===== config.mk =====
export PLATFORM = sky130hd
export DESIGN_NAME = pipe_stage_elastic
export DESIGN_NICKNAME = d
export VERILOG_FILES = /design/src/rtl/pipe_stage_elastic_pkg.sv /design/src/rtl/sat_counter.sv /design/src/rtl/pipe_stage_elastic.sv
export SDC_FILE = /design/constraint.sdc
export NUM_CORES = 1
export LEC_CHECK = 0
export ABC_CLOCK_PERIOD_IN_PS = 4400
export BUFFER_PORTS_ARGS = -buffer_cell sky130_fd_sc_hd__buf_2
export CORE_MARGIN = 8
export CORE_UTILIZATION = 57
export DETAILED_ROUTE_END_ITERATION = 8
export GPL_ROUTABILITY_DRIVEN = 0
export PLACE_DENSITY = 0.94
export SYNTH_ARGS = -nofsm -noshare
export SYNTH_HDL_FRONTEND = slang
export SYNTH_SLANG_ARGS = --single-unit

===== constraint.sdc =====
create_clock -name clk -period 4.4 [get_ports clk]
set_input_delay 0.66 -clock clk [delete_from_list [all_inputs] [get_ports clk]]
set_output_delay 0.66 -clock clk [all_outputs]
set_load 0.1 [all_outputs]

===== src/rtl/pipe_stage_elastic_pkg.sv =====
// Shared pipeline definitions: stage occupancy encodings and the NOP bubble word.
package pipe_stage_elastic_pkg;

    // Occupancy encoding, visible on occ so the hazard unit can decode it.
    typedef enum logic [1:0] {
        ST_EMPTY = 2'd0,
        ST_BUSY  = 2'd1,
        ST_FULL  = 2'd2
    } state_e;

    // All-zero instruction word decodes as sll $0,$0,0.
    localparam logic [31:0] NOP_INSN = 32'h0000_0000;

endpackage


===== src/rtl/sat_counter.sv =====
// Saturating up-counter; clears on reset and sticks at all-ones.
module sat_counter #(
    parameter int unsigned W = 16
) (
    input  logic         clk,
    input  logic         rst,
    input  logic         inc,
    output logic [W-1:0] q
);

    logic [W-1:0] cnt_q;

    // Count up on inc until all-ones, then hold.
    always_ff @(negedge clk) begin
        if (rst) begin
            cnt_q <= '0;
        end else if (inc && (cnt_q != {W{1'b1}})) begin
            cnt_q <= cnt_q + W'(1);
        end
    end

    assign q = cnt_q;

endmodule


===== src/rtl/pipe_stage_elastic.sv =====
// Elastic pipeline stage: main register plus one skid entry behind a
// valid/ready handshake, with flush-to-bubble and a back-pressure counter.
module pipe_stage_elastic
    import pipe_stage_elastic_pkg::*;
#(
    parameter int unsigned      WIDTH  = 32,
    parameter logic [WIDTH-1:0] BUBBLE = {WIDTH{1'b0}},
    parameter int unsigned      CNT_W  = 16
) (
    input  logic             clk,
    input  logic             rst,
    input  logic             flush,
    input  logic             in_valid,
    output logic             in_ready,
    input  logic [WIDTH-1:0] in_data,
    output logic             out_valid,
    input  logic             out_ready,
    output logic [WIDTH-1:0] out_data,
    output logic [1:0]       occ,
    output logic [CNT_W-1:0] stall_cnt
);

    state_e           state_q, state_d;
    logic [WIDTH-1:0] main_q, main_d;
    logic [WIDTH-1:0] skid_q, skid_d;
    logic             in_xfer;
    logic             out_xfer;

    // Handshake flags depend only on registered state, never on the inputs.
    assign in_ready  = (state_q != ST_FULL);
    assign out_valid = (state_q != ST_EMPTY);
    assign out_data  = main_q;
    assign occ       = state_q;

    assign in_xfer  = in_valid && in_ready;
    assign out_xfer = out_valid && out_ready;

    // Next-state: flush overrides every handshake; main always shows BUBBLE when empty.
    always_comb begin
        state_d = state_q;
        main_d  = main_q;
        skid_d  = skid_q;
        if (flush) begin
            state_d = ST_EMPTY;
            main_d  = BUBBLE;
            skid_d  = BUBBLE;
        end else begin
            unique case (state_q)
                ST_EMPTY: begin
                    if (in_xfer) begin
                        state_d = ST_BUSY;
                        main_d  = in_data;
                    end
                end
                ST_BUSY: begin
                    if (in_xfer && out_xfer) begin
                        main_d = in_data;
                    end else if (in_xfer) begin
                        state_d = ST_FULL;
                        skid_d  = in_data;
                    end else if (out_xfer) begin
                        state_d = ST_EMPTY;
                        main_d  = BUBBLE;
                    end
                end
                ST_FULL: begin
                    // in_ready is low here, so only the skid can move forward.
                    if (out_xfer) begin
                        state_d = ST_BUSY;
                        main_d  = skid_q;
                    end
                end
                default: begin
                    state_d = ST_EMPTY;
                    main_d  = BUBBLE;
                    skid_d  = BUBBLE;
                end
            endcase
        end
    end

    // Stage registers advance on the falling edge like the rest of the pipeline.
    always_ff @(negedge clk) begin
        if (rst) begin
            state_q <= ST_EMPTY;
            main_q  <= BUBBLE;
            skid_q  <= BUBBLE;
        end else begin
            state_q <= state_d;
            main_q  <= main_d;
            skid_q  <= skid_d;
        end
    end

    // Back-pressure counter; flush does not touch it, reset does.
    sat_counter #(
        .W (CNT_W)
    ) u_stall_cnt (
        .clk (clk),
        .rst (rst),
        .inc (out_valid && !out_ready),
        .q   (stall_cnt)
    );

endmodule


==> results.json, run 1 <==
{
  "ir_drop_mv": 0.287,
  "p_total_w": 0.00184,
  "start_util": 0.594,
  "io_pins": 89,
  "synth_area_um2": 3540,
  "port_buffers": 88,
  "finalMaxSlewViolations": 0,
  "reg2reg_slack_ns": 2.29,
  "post-route-util": 0.767,
  "placedCellCount": 525,
  "ff2ff_path_depth": 5,
  "worst_hold_startpoint": "skid_q[31]",
  "cts_max_path_buffers": 2,
  "track_usage": 0.229,
  "tightest_slew_ns": 1.19,
  "post-cts-setup-buffer-count": 0,
  "crit_buf_inv": 2,
  "layout.cells.non_filler": 622,
  "fp.dieW_um": 94.8,
  "n_fill_cell": 420,
  "path_class": "flip-flop to output pin",
  "root_buffer": "clkbuf_8",
  "fp.dieArea_um2": 8980,
  "firstDrtPassIters": 5,
  "critPathLaunchType": "flip-flop",
  "slowest_delay_ns": 0.47,
  "synth_area_leaders": "dfxtp_1 (46%), a22oi_1 (12%), a32o_1 (9.1%)",
  "end_kind": "output pin",
  "synthArstFlopShare": 0,
  "cts_tree": "yes",
  "die_height_um": 94.8,
  "path_delay_family": "buffers and inverters",
  "finalHoldViolations": 0,
  "crit_start": "occ[0]",
  "placed_cell_area_um2": 4080,
  "antenna_cells": 0,
  "synth_ff_type": "dfxtp_1",
  "yosysTopAreaCell": "dfxtp_1",
  "cts-htree-levels": 3,
  "wire_per_inst_um": 16.7,
  "slew_headroom": 0.208,
  "final_area_um2": 4570,
  "routed_wirelength_um": 10400,
  "ys_seq_elements": 82,
  "yosys.cell_types.count": 44,
  "detailedRoute.firstIterationViolations": 301,
  "worstPathMaxFanout": 17,
  "power.leakage_nw": 2.14,
  "drc": 0,
  "syn_avg_cell_area_um2": 9.14,
  "dp_hpwl_um": 6430,
  "power_density_nw_per_um2": 403,
  "cts_buffers": 9,
  "grt_max_degree": 67,
  "grt_overflow": 0,
  "clk_latency_ns": 0.41,
  "hold_path_class": "flip-flop to flip-flop",
  "hold_path_end": "skid_q[31]",
  "drt-vias-per-instance": 6.05,
  "status": "finished clean",
  "netlist_instances": 387,
  "clock_skew_ns": 0.0200,
  "grt_pass1_wl_um": 16800,
  "worst_r2r_endpoint": "u_stall_cnt.q[5]",
  "most-common-layout-cells": "buf_2 (87), inv_1 (86), dfxtp_1 (80), nor2_1 (63), a22oi_1 (58)",
  "r2r-start": "u_stall_cnt.q[0]",
  "num_rows": 28,
  "grt_pass1_vias": 3905,
  "crit_cells": 3,
  "fin_setup_tns_ns": 0,
  "critPathArrivalTime_ns": 3.67,
  "drv_cap": 0,
  "dr_total_vias": 3766,
  "final_nets": 580,
  "area_growth_pct": 29.1,
  "synth_edf_count": 0,
  "cts_num_sinks": 82,
  "yosysWarnings": 0,
  "drive_gt1_frac": 0.239,
  "clk_pin_slew_worst_paths_ns": 0.04,
  "crit_path_top_delay_cell": "dfxtp_4",
  "synthDominantCellAreaShare": 0.464,
  "synth_seq_area_share": 0.464,
  "rsz0062_at_grt": "false",
  "synthesis.nets": 425,
  "holdPathStages": 2,
  "final_common_cell": "buf_2",
  "coreArea_um2": 5960,
  "antenna_found_initial": 0,
  "critPathRequiredTime_ns": 3.74,
  "ant_nets": 0,
  "worstPathCellList": "nor2b_2 -> clkinvlp_4 -> buf_2",
  "setup_violations": 0,
  "ctsHoldBuffers": 0
}
[worst reg2reg max path, delay by kind of cell, from the launching register on]
| family | cells | cell delay [ns] |
|---|---|---|
| fa+ha+maj | 1 | 0.36 |
| simple gates | 3 | 0.84 |
| flops | 1 | 0.47 |
| mux | 1 | 0.33 |
[metal layers]
| metal | global-route usage | routed length [um] | vias to the layer above |
|---|---|---|---|
| li1 | - | - | 1784 |
| met2 | 0.382 | 5230 | 175 |
| met4 | 0.130 | 123 | 0 |
| met3 | 0.0921 | 856 | 12 |
| met5 | 0 | 0 | - |
| met1 | 0.243 | 4190 | 1795 |
[metrics by stage]
step / worst slack (ns) / hold slack (ns)
floorplan: -0.0167 / 0.431
global placement: 0.164 / 0.437
detailed placement: 0.110 / 0.448
CTS: 0.0269 / 0.455
global route: 0.0246 / 0.488
finish: 0.0727 / 0.457
[power by group]
group	internal, W	leakage (nW)	total [W]	switching, W
Combinational	0.0000672	0.941	0.000228	0.000160
Clock	0.000315	0.534	0.000843	0.000528
Sequential	0.000759	0.665	0.000768	0.00000972
Total	0.00114	2.14	0.00184	0.000698
[cell usage after synthesis, types with 2 or more instances]
cell type and instances:
a22oi_1 58, nor2b_1 3, nand4_1 12, o31ai_1 2, nand2_1 12, buf_1 4
a21oi_1 19, buf_2 4, nand4_4 2, o21ba_1 2, a32o_1 32, inv_1 6
nor3_1 3, clkbuf_1 28, o31a_1 2, dfxtp_1 82, o21ai_1 2, o21ai_0 7
or3_1 7, nand3_1 5, a211oi_1 3, and3_1 2, nand2b_1 3, nor2_1 64
or4_1 4
[cells by family after synthesis]
group | Yosys count | share of synthesized area
buffers and inverters | 42 | 0.0460
flip-flops | 82 | 0.464
XOR/XNOR | 2 | 0.00495
adder cells (fa/ha/maj) | 1 | 0.00354
AO/OA/AOI/OAI | 134 | 0.295
AND/OR/NAND/NOR | 124 | 0.180
multiplexers | 2 | 0.00601
[how the worst max path moves through the flow]
| stage | to | slack (ns) |
|---|---|---|
| 2_1_floorplan | in_ready | -0.02 |
| 3_3_place_gp | u_stall_cnt.q[15] | 0.16 |
| 3_5_place_dp | u_stall_cnt.q[15] | 0.11 |
| 4_1_cts | out_valid | 0.03 |
| 5_1_grt | in_ready | 0.02 |
| 6_report | in_ready | 0.07 |
[what timing repair did]
| item | CTS | global route |
|---|---|---|
| endpoints found under the hold margin | 0 | 0 |
| resized for setup | 0 | 1 |
| endpoints found under the setup margin | 0 | 1 |
[state kept, by name, indices dropped and copies added (netlist names)]
name and flops:
occ 2, u_stall_cnt.q 16, out_data 32, skid_q 32
[final cells by class]
| type | instances | area [um^2] | area share |
|---|---|---|---|
| sequential | 82 | 1650 | 0.361 |
| inverter | 5 | 22.5 | 0.00493 |
| clock buffer | 9 | 124 | 0.0271 |
| clock inverter | 89 | 367 | 0.0803 |
| multi-input combinational | 263 | 1750 | 0.383 |
| timing repair buffer | 99 | 563 | 0.123 |
| tap | 75 | 93.8 | 0.0205 |
Power figures use the tool's default switching activity.
==> inputs of run 2 (changes only) <==
- ABC_CLOCK_PERIOD_IN_PS: 4400 -> 5300
- CORE_UTILIZATION: 57 -> 52
- PLACE_DENSITY: 0.94 -> 0.87
- clock period: 4.4 -> 5.3 ns (I/O delays scaled with it)
==> run 2 against run 1 <==
Sequential power shrank 17%. Sequential cell count is the same. Clock power shrank 19%. Clock skew shrank 0.0038 ns. Wire length shrank 2.9%. Total power shrank 18%. Clock-buffer cell count is the same. Global-route usage shrank 2.2 points. Sequential share of layout area grew 0.42 points. Die area grew 8.0%. Combinational power shrank 20%. Largest power group unchanged. Highest routed layer unchanged.
==> results.json, run 2 (synthesis gave the netlist of run 1 again) <==
{
  "grt_overflow": 0,
  "clk_latency_ns": 0.41,
  "drc": 0,
  "setup_violations": 0,
  "slew_headroom": 0.139,
  "fp.dieW_um": 98.5,
  "num_rows": 30,
  "ctsHoldBuffers": 0,
  "grt_max_degree": 47,
  "routed_wirelength_um": 10100,
  "status": "finished clean",
  "finalHoldViolations": 0,
  "final_common_cell": "buf_2",
  "cts-htree-levels": 3,
  "post_cts_resized": 0,
  "fp.dieArea_um2": 9700,
  "power.leakage_nw": 2.11,
  "dp_hpwl_um": 6400,
  "hold_path_class": "flip-flop to flip-flop",
  "fin_setup_tns_ns": 0,
  "die_height_um": 98.5,
  "cts_buffers": 9,
  "post-cts-setup-buffer-count": 0,
  "tightest_slew_ns": 1.29,
  "final_area_um2": 4510,
  "worstPathCellList": "nor2_1 -> inv_1 -> buf_2",
  "clk_pin_slew_worst_paths_ns": 0.04,
  "slowest_delay_ns": 0.55,
  "critPathRequiredTime_ns": 4.51,
  "start_util": 0.529,
  "firstDrtPassIters": 5,
  "drt-vias-per-instance": 5.87,
  "port_buffers": 88,
  "worstPathMaxFanout": 17,
  "area_growth_pct": 27.4,
  "rsz0062_at_grt": "false",
  "antenna_cells": 0,
  "antenna_found_initial": 0,
  "finalMaxSlewViolations": 0,
  "crit_buf_inv": 2,
  "ant_nets": 0,
  "dr_total_vias": 3651,
  "io_pins": 89,
  "wire_per_inst_um": 16.2,
  "clock_skew_ns": 0.0162,
  "critPathArrivalTime_ns": 4.25,
  "root_buffer": "clkbuf_8",
  "crit_path_top_delay_cell": "dfxtp_2",
  "coreArea_um2": 6680,
  "end_kind": "output pin",
  "most-common-layout-cells": "buf_2 (88), inv_1 (86), dfxtp_1 (80), nor2_1 (63), a22oi_1 (58)",
  "detailedRoute.firstIterationViolations": 238,
  "final_nets": 575,
  "cts_num_sinks": 82,
  "ir_drop_mv": 0.297,
  "path_delay_family": "flip-flops",
  "grt_pass1_vias": 3853,
  "drive_gt1_frac": 0.232,
  "path_class": "flip-flop to output pin",
  "cts_max_path_buffers": 2,
  "placed_cell_area_um2": 4020,
  "drv_cap": 0,
  "power_density_nw_per_um2": 334,
  "grt_pass1_wl_um": 16800,
  "track_usage": 0.208,
  "cts_tree": "yes",
  "critPathLaunchType": "flip-flop"
}
run 2: per-stage QoR:
stage                      util  instances  setup WS (ns)  power [W]  hold WS, ns
after global routing      0.675        622          0.181    0.00161        0.473
after floorplan               -        387         0.0585   0.000880        0.431
final                     0.675        622          0.254    0.00151        0.449
after CTS                 0.675        622          0.247    0.00153        0.451
after detailed placement  0.601        525          0.318   0.000924        0.446
after global placement    0.601        525          0.365   0.000921        0.437
run 2: layout make-up:
cell class                      count  area [um^2]
Tap cell                           80          100
Clock inverter                     89          369
Multi-Input combinational cell    263         1750
Clock buffer                        9          124
Fill cell                         537         2170
Timing Repair Buffer               94          498
Sequential cell                    82         1650
Inverter                            5         22.5
run 2: worst register-to-register path, cell delays in order (launching register included):
cell and delay, ns:
dfxtp_2 0.55, xor2_1 0.27, a22o_1 0.95, a22oi_1 0.22
nor2_1 0.14
run 2: where the power goes:
group | internal, W | total (W) | switching [W]
combinational | 0.0000507 | 0.000182 | 0.000132
sequential | 0.000631 | 0.000638 | 0.00000773
clock | 0.000262 | 0.000687 | 0.000425
total | 0.000943 | 0.00151 | 0.000564
run 2: final timing paths:
path | slack [ns] | cells past startpoint | from | end
max | 0.25 | 3 | occ[0] | out_valid
min | 0.45 | 2 | skid_q[2] | skid_q[2]
max reg2reg | 3.09 | 4 | occ[0] | out_data[6]
min reg2reg | 0.45 | 2 | skid_q[2] | skid_q[2]
run 2: metal layers:
metal  global-route usage  wire [um]
met2                0.341       5170
met5                    0          0
met3               0.0937        764
met1                0.219       4080
met4                0.112         84
